## src/rtl/el2_pkg.sv

```systemverilog
// Shared type for the SRAM initialisation sequencer.
// Contents:
//   el2_sram_init_state_t : sequencer state (HOLD, INIT, DONE).
package el2_pkg;

  typedef enum logic [1:0] {
    HOLD = 2'd0,
    INIT = 2'd1,
    DONE = 2'd2
  } el2_sram_init_state_t;

endpackage : el2_pkg

```

## src/rtl/el2_sram_init_ctrl.sv

```systemverilog
// Sequencer FSM and sweep address counter.
// Ports:
//   clk           : core clock
//   rst           : asynchronous active-high reset
//   i_init_req    : single-cycle restart request, honoured only in DONE
//   o_init_active : high while the sweep writes the banks (INIT)
//   o_cnt         : current sweep index
//   o_init_done   : high in DONE only
module el2_sram_init_ctrl
  import el2_pkg::*;
#(
  parameter int ADDR_W = 10
) (
  input  logic              clk,
  input  logic              rst,
  input  logic              i_init_req,
  output logic              o_init_active,
  output logic [ADDR_W-1:0] o_cnt,
  output logic              o_init_done
);

  el2_sram_init_state_t r_state;
  el2_sram_init_state_t w_state_nxt;
  logic [ADDR_W-1:0]    r_cnt;
  logic [ADDR_W-1:0]    w_cnt_nxt;

  always_comb begin
    // NOTE: every variable gets a default before the case, so no path leaves it unassigned and no latch is inferred.
    w_state_nxt = r_state;
    w_cnt_nxt   = r_cnt;
    unique case (r_state)
      HOLD: begin
        w_state_nxt = INIT;
        w_cnt_nxt   = '0;
      end
      INIT: begin
        // The last index is written this cycle; the counter wraps to 0 on its own.
        w_cnt_nxt = r_cnt + 1'b1;
        if (r_cnt == {ADDR_W{1'b1}}) begin
          w_state_nxt = DONE;
        end
      end
      DONE: begin
        if (i_init_req) begin
          w_state_nxt = INIT;
          w_cnt_nxt   = '0;
        end
      end
      default: begin
        w_state_nxt = HOLD;
        w_cnt_nxt   = '0;
      end
    endcase
  end

  always_ff @(posedge clk or posedge rst) begin
    if (rst) begin
      r_state <= HOLD;
      r_cnt   <= '0;
    end else begin
      // NOTE: non-blocking assignments so every flop samples pre-edge values regardless of statement order.
      r_state <= w_state_nxt;
      r_cnt   <= w_cnt_nxt;
    end
  end

  assign o_init_active = (r_state == INIT);
  assign o_init_done   = (r_state == DONE);
  assign o_cnt         = r_cnt;

endmodule : el2_sram_init_ctrl

```

## src/rtl/el2_sram_init_seq.sv

```systemverilog
// SRAM initialisation sequencer between the core bank port and the macro array.
// After reset (or init_req in DONE) every bank index is written with
// INIT_DATA/INIT_ECC; afterwards core requests and read data pass straight through.
// Ports:
//   clk, rst                  : clock, asynchronous active-high reset
//   init_req                  : restart pulse (DONE only)
//   init_busy / init_done     : sequencer status
//   core_clken/wren/addr/wr_* : core-side bank requests (bank b at [b*W +: W])
//   core_dout / core_ecc      : read data returned to the core
//   sram_clken/wren/addr/wr_* : requests to the macro banks
//   sram_dout / sram_ecc      : macro read data (1-cycle latency)
module el2_sram_init_seq
  import el2_pkg::*;
#(
  parameter int                  NUM_BANKS = 4,
  parameter int                  ADDR_W    = 10,
  parameter int                  DATA_W    = 32,
  parameter int                  ECC_W     = 7,
  parameter logic [DATA_W-1:0]   INIT_DATA = '0,
  parameter logic [ECC_W-1:0]    INIT_ECC  = '0
) (
  input  logic                          clk,
  input  logic                          rst,
  input  logic                          init_req,
  output logic                          init_busy,
  output logic                          init_done,
  input  logic [NUM_BANKS-1:0]          core_clken,
  input  logic [NUM_BANKS-1:0]          core_wren,
  input  logic [NUM_BANKS*ADDR_W-1:0]   core_addr,
  input  logic [NUM_BANKS*DATA_W-1:0]   core_wr_data,
  input  logic [NUM_BANKS*ECC_W-1:0]    core_wr_ecc,
  output logic [NUM_BANKS*DATA_W-1:0]   core_dout,
  output logic [NUM_BANKS*ECC_W-1:0]    core_ecc,
  output logic [NUM_BANKS-1:0]          sram_clken,
  output logic [NUM_BANKS-1:0]          sram_wren,
  output logic [NUM_BANKS*ADDR_W-1:0]   sram_addr,
  output logic [NUM_BANKS*DATA_W-1:0]   sram_wr_data,
  output logic [NUM_BANKS*ECC_W-1:0]    sram_wr_ecc,
  input  logic [NUM_BANKS*DATA_W-1:0]   sram_dout,
  input  logic [NUM_BANKS*ECC_W-1:0]    sram_ecc
);

  logic              w_active;
  logic              w_done;
  logic [ADDR_W-1:0] w_cnt;

  el2_sram_init_ctrl #(
    .ADDR_W (ADDR_W)
  ) u_ctrl (
    .clk           (clk),
    .rst           (rst),
    .i_init_req    (init_req),
    .o_init_active (w_active),
    .o_cnt         (w_cnt),
    .o_init_done   (w_done)
  );

  assign init_busy = ~w_done;
  assign init_done = w_done;

  // Per-bank mux: sweep pattern in INIT, core pass-through in DONE, idle zeros in HOLD.
  // Core requests during the sweep are dropped, not queued.
  for (genvar b = 0; b < NUM_BANKS; b++) begin : g_bank
    assign sram_clken[b] = w_active | (w_done & core_clken[b]);
    assign sram_wren[b]  = w_active | (w_done & core_wren[b]);
    assign sram_addr[b*ADDR_W +: ADDR_W] =
      w_active ? w_cnt : (w_done ? core_addr[b*ADDR_W +: ADDR_W] : '0);
    assign sram_wr_data[b*DATA_W +: DATA_W] =
      w_active ? INIT_DATA : (w_done ? core_wr_data[b*DATA_W +: DATA_W] : '0);
    assign sram_wr_ecc[b*ECC_W +: ECC_W] =
      w_active ? INIT_ECC : (w_done ? core_wr_ecc[b*ECC_W +: ECC_W] : '0);
    assign core_dout[b*DATA_W +: DATA_W] =
      w_done ? sram_dout[b*DATA_W +: DATA_W] : '0;
    assign core_ecc[b*ECC_W +: ECC_W] =
      w_done ? sram_ecc[b*ECC_W +: ECC_W] : '0;
  end

  // Core must stay off the banks until init_done; such accesses are lost.
  a_no_core_while_busy : assert property (
    @(posedge clk) disable iff (rst) !(init_busy && (core_clken != '0))
  ) else $warning("core access dropped while SRAM init busy");

  a_wren_needs_clken : assert property (
    @(posedge clk) disable iff (rst) ((sram_wren & ~sram_clken) == '0)
  ) else $error("sram_wren asserted without sram_clken");

endmodule : el2_sram_init_seq

```

## config.mk

```make
export PLATFORM = sky130hd
export DESIGN_NAME = el2_sram_init_seq
export DESIGN_NICKNAME = d
export VERILOG_FILES = /design/src/rtl/el2_pkg.sv /design/src/rtl/el2_sram_init_ctrl.sv /design/src/rtl/el2_sram_init_seq.sv
export SDC_FILE = /design/constraint.sdc
export NUM_CORES = 1
export LEC_CHECK = 0
export ABC_AREA = 1
export CAP_MARGIN = 20
export CORE_AREA = 2 2 283 285
export DETAILED_ROUTE_END_ITERATION = 8
export DIE_AREA = 0 0 285 287
export GPL_ROUTABILITY_DRIVEN = 0
export PLACE_DENSITY_LB_ADDON = 0.12
export REMOVE_ABC_BUFFERS = 1
export SLEW_MARGIN = 20
export SYNTH_ARGS = -nofsm -noshare
export SYNTH_HDL_FRONTEND = slang
export SYNTH_SLANG_ARGS = --single-unit
```

## constraint.sdc

```tcl
create_clock -name clk -period 1.21 [get_ports clk]
set_clock_uncertainty 0.1 [all_clocks]
set_input_delay 0.1815 -clock clk [delete_from_list [all_inputs] [get_ports clk]]
set_output_delay 0.1815 -clock clk [all_outputs]
set_load 0.05 [all_outputs]
```

Word level (Yosys, flattened, before mapping):

Cells that the tools add are included.
Widths: inputs -> output; s select.

* bits in registers: 12
* bits of input ports: 363
* output and inout port bits: 362
* word-level logic and storage cells: 64

* $add $sub $neg: 1
* eq/ne operators: 5
* multiplexer cells: 37
* bitwise gates (word level): 17
* reduce and logical (&&, ||, !) cells: 2

Operators by type and width (number)
* $mux 32: 12
* $mux 10: 9
* $mux 7: 12
* $pmux 10 s2: 1
* $add 10x1->10 const B: 1
* $eq 10x10->1 const B: 1
* $and 1x1->1: 8
* $or 1x1->1: 8
* $pmux 2 s3: 1
* $mux 2: 2
* $eq 2x1->1 const B: 1
* $eq 2x2->1 const B: 1
* $logic_not 2->1: 1
* $ne 2x1->1 const B: 1
* $ne 2x2->1 const B: 1
* $reduce_and 2->1: 1
* $not 1->1: 1

Logic depth before layout (Yosys ltp):

* word-level depth: 3
* gate-level depth with buffers: 7
* mapped depth without buffers: 7

By module:

Synthesis repeated with hierarchy kept, for this count alone.

* cells, all modules: 877
* area total of the unflattened synthesis: 3877.5 sq um

Modules (own cells, without submodules)
* el2_sram_init_seq: instances 1, cells each 796, area each 3224.3 sq um, sequential area each 0.0 sq um
* el2_sram_init_ctrl: instances 1, cells each 81, area each 653.1 sq um, sequential area each 300.3 sq um

Least setup slack after synthesis:

No wires, ideal clock.

* kind: register to output
* from: register u_ctrl.r_state[0]
* to: output core_dout[0]
* arrival: 1514 ps
* data required time: 928 ps
* slack: -586 ps
* stages on the path, launching flop included: 6
* buffers on the path: 2
* path through: dfrtp_1 inv_2 nand2_2 buf_2 buf_2 nor2_1

* longest elaborated chain between the ends: 2

Ends and longest elaborated chain
* from (decl): line el2_sram_init_ctrl.sv:22 `el2_sram_init_state_t r_state;`
* from (signal assigned): line el2_sram_init_ctrl.sv:62 `r_state <= w_state_nxt;`
* $eq 2x2->1: line el2_sram_init_ctrl.sv:68 `assign o_init_done = (r_state == DONE);`
* $mux 32: line el2_sram_init_seq.sv:73 `w_done ? sram_dout[b*DATA_W +: DATA_W] : '0;`
* to (decl): line el2_sram_init_seq.sv:32 `output logic [NUM_BANKS*DATA_W-1:0] core_dout,`

Every way passes these cells.

Worst setup path in the final report:

* from: register u_ctrl.r_state[0]
* to: output sram_wr_data[38]

* longest elaborated chain between the ends: 3
* elaborated cells on any way between the ends: 4
* those cells by class: eq/ne: 2; mux: 2

Ends and longest elaborated chain
* $eq 2x2->1: line el2_sram_init_ctrl.sv:68
* $mux 32: line el2_sram_init_seq.sv:69 `w_active ? INIT_DATA : (w_done ? core_wr_data[b*DATA_W +: DATA_W] : '0);`
* $mux 32 (*): line el2_sram_init_seq.sv:69
* to (decl): line el2_sram_init_seq.sv:37 `output logic [NUM_BANKS*DATA_W-1:0] sram_wr_data,`

Every way passes the cells marked *; elsewhere a longest branch is shown, timed or not.

==> qor.txt <==
status: complete, but fails checks
failing checks: setup timing
CTS Buffer Depth: 2
DR vias/cell: 2.87
startpoint types: flop
P_leak: 7.61 nW
synthesized area: 3610 um2
crit path DAT: 1600 ps
Finished Core Util: 20.5%
H-tree depth: 1
gr usage total: 10.8%
Synth Register Bits: 12
1st-iter DRT viols: 136
# rows: 103
Post-synth EDFFs: 0
top post-synthesis cells by count: 328 x inv_1, 321 x nor2_1, 125 x nand2_1
switching fraction of total power: 26.1%
Max Cap Violations: 0
Critical Path End Type: output pin
Core Footprint: 78600 um2
Sw Pwr: 681 uW
post-synth cell types: 20
Synth warnings: 0
Hold Path Class: in -> async
worst skew pair latency: 240 ps
overall power: 2.61 mW
mean post-synth cell area: 4.20 um2
number of global-route vias before repair: 7955
Post-Layout Cell Count: 2666
fin nets: 1981
DIE HEIGHT: 287 um
Synth area leaders: inv_1 34%, nor2_1 33%, nand2_1 13%
FF+latch area: 302 um2
FILL cells: 8772
Worst R2R Path Depth: 7
Synth Instances: 859
Final ANT Viol Nets: 0
Die Area: 81800 um2
drt first pass iters: 4
Clock power frac: 23.7%
RSZ-0062 raised after global routing: true
WL/cell: 18.2 um
Finish-stage setup viols: 374
Die W: 285 um
Slew headroom: 75.9%
sequential fraction of the synthesis area: 8.32%
max-slew violation count: 0
WL final: 48.6 mm
power per cell area: 162 nW/um2
dpl cell area: 14600 um2
setup_tns: -218160 ps
clock buffer count from CTS: 3
crit path kind: reg -> out
starting density of the core: 4.59%
global-route wire length before repair: 62.5 mm
Crit Path Max Fanout: 21
num ports: 725
hold_ws: 167 ps
TritonCTS clock tree: built
maximum clock rate: 531 MHz
peak supply drop: 0.303 mV
Layout area overhead: 347%
DRC violations left: 0
via count: 7649
Worst EP required: 930 ps
I/O Buffers: 724
Synth top area share: 34.1%
clk root buf: clkbuf_16
cell count after placement: 2644
Overflow after GRT: 0
clock-pin slew on the worst setup and hold paths: 50 ps
Pint: 1.93 mW
Worst-Margin Slew: 361 ps
layout cell share with drive strength beyond 1: 38.8%
most common cell in the netlist: inv_1
DPL Wire Length: 41.8 mm
crit share post-route: 156%
Comb power frac: 60.9%
Post-synth ARST share: 100%
Worst Setup Slack, final: -674 ps
Final Instance Area: 16200 um2
Fin. Hold Viols: 0
Yosys top cell by area: inv_1
Seq pwr share: 15.4%
initial antenna violation count: 24
largest net degree at the start of global routing: 66
Primary FF master, synth: dfrtp_1
pre-CTS setup slack: -568 ps
fin crit period: 1880 ps
area of the multi-input gates: 2700 um2
CTS sink cnt: 12
-- critical path, cell delays in order, from the launching register on --
cell and delay [ps]:
dfrtp_1 410, clkinv_4 130, nand2_8 160, buf_16 180, buf_16 200, nor2_1 60
buf_4 180
-- path summary, 6_finish.rpt --
check / slack [ps] / to / start
max: -670 / sram_wr_data[38] / u_ctrl.r_state[0]
min: 170 / u_ctrl.o_cnt[6] / rst
max reg2reg: -430 / u_ctrl.o_cnt[1] / u_ctrl.r_state[0]
min reg2reg: 500 / u_ctrl.o_cnt[6] / u_ctrl.o_cnt[6]
max in group asynchronous: 710 / u_ctrl.r_state[1] / rst
min in group clk: 500 / u_ctrl.o_cnt[6] / u_ctrl.o_cnt[6]
-- routing by layer --
layer / vias up / wire length (um) / global-route usage (%)
met1: 3405 / 17100 / 10.9
met5: - / 151 / 0
met2: 404 / 26000 / 21.3
met4: 26 / 571 / 0.929
met3: 52 / 4730 / 4.36
li1: 3762 / - / -
-- cells by family (layout without fill, tap and decap cells) --
logic type	count (synthesis)	after routing	share of synthesized area, %
adders and majority gates	1	1	0.346
DFF	12	12	8.32
AOI/OAI and AO/OA	15	15	2.32
and+or+nand+nor	459	460	48.5
buffers and inverters	372	1127	40.5
other	0	1	0
-- flip-flops by register name, indices dropped and copies added, names as in the netlist --
signal,count
u_ctrl.o_cnt,10
u_ctrl.r_state,2
-- final cells by class --
type | count | share of cell area (%)
clock buffer | 3 | 0.465
tap | 1050 | 8.13
inverter | 331 | 7.75
sequential | 12 | 1.87
antenna | 1 | 0.0155
multi-input combinational | 476 | 16.7
timing repair buffer | 793 | 65.0
-- cell usage in the layout, fill, tap and decap left out --
| cell type | synthesis | final |
|---|---|---|
| o21ai_1 | 1 | 1 |
| inv_2 | 3 | 1 |
| inv_4 | 0 | 2 |
| nand2_4 | 0 | 4 |
| o21ai_0 | 10 | 10 |
| buf_12 | 0 | 253 |
| nand4_1 | 2 | 2 |
| nor2_4 | 0 | 69 |
| buf_8 | 0 | 8 |
| o21bai_1 | 1 | 1 |
| o211ai_1 | 1 | 1 |
| diode_2 | 0 | 1 |
| buf_4 | 1 | 102 |
| nand3_2 | 1 | 1 |
| a21oi_1 | 1 | 1 |
| nor2_2 | 2 | 80 |
| ha_1 | 1 | 1 |
| clkdlybuf4s50_1 | 0 | 362 |
| buf_16 | 0 | 6 |
| clkbuf_16 | 0 | 8 |
| buf_6 | 2 | 57 |
| nand2_2 | 2 | 31 |
| a22o_1 | 1 | 1 |
| clkinv_4 | 0 | 1 |
| nand3_1 | 6 | 6 |
| inv_1 | 328 | 327 |
| nor2_1 | 321 | 174 |
| nand2_8 | 0 | 2 |
| dfrtp_1 | 12 | 11 |
| dfrtp_2 | 0 | 1 |
| nand2_1 | 125 | 91 |
-- power groups by stage --
stage	Combinational, mW	Sequential, mW	Clock (mW)
after floorplan	0.197	0.409	0
after global placement	1.52	0.409	0
after detailed placement	1.51	0.409	0
after CTS	1.59	0.402	0.638
after global routing	1.72	0.402	0.653
final	1.59	0.402	0.620
-- what timing repair did --
item                                    4_1_cts  5_1_grt
setup buffers                                 6        4
hold buffers                                  0        0
pin swaps                                     1        3
gates resized for setup                     193      151
cloned                                        2        9
endpoints found under the setup margin      374      374
(Power assumes the default switching activity.)
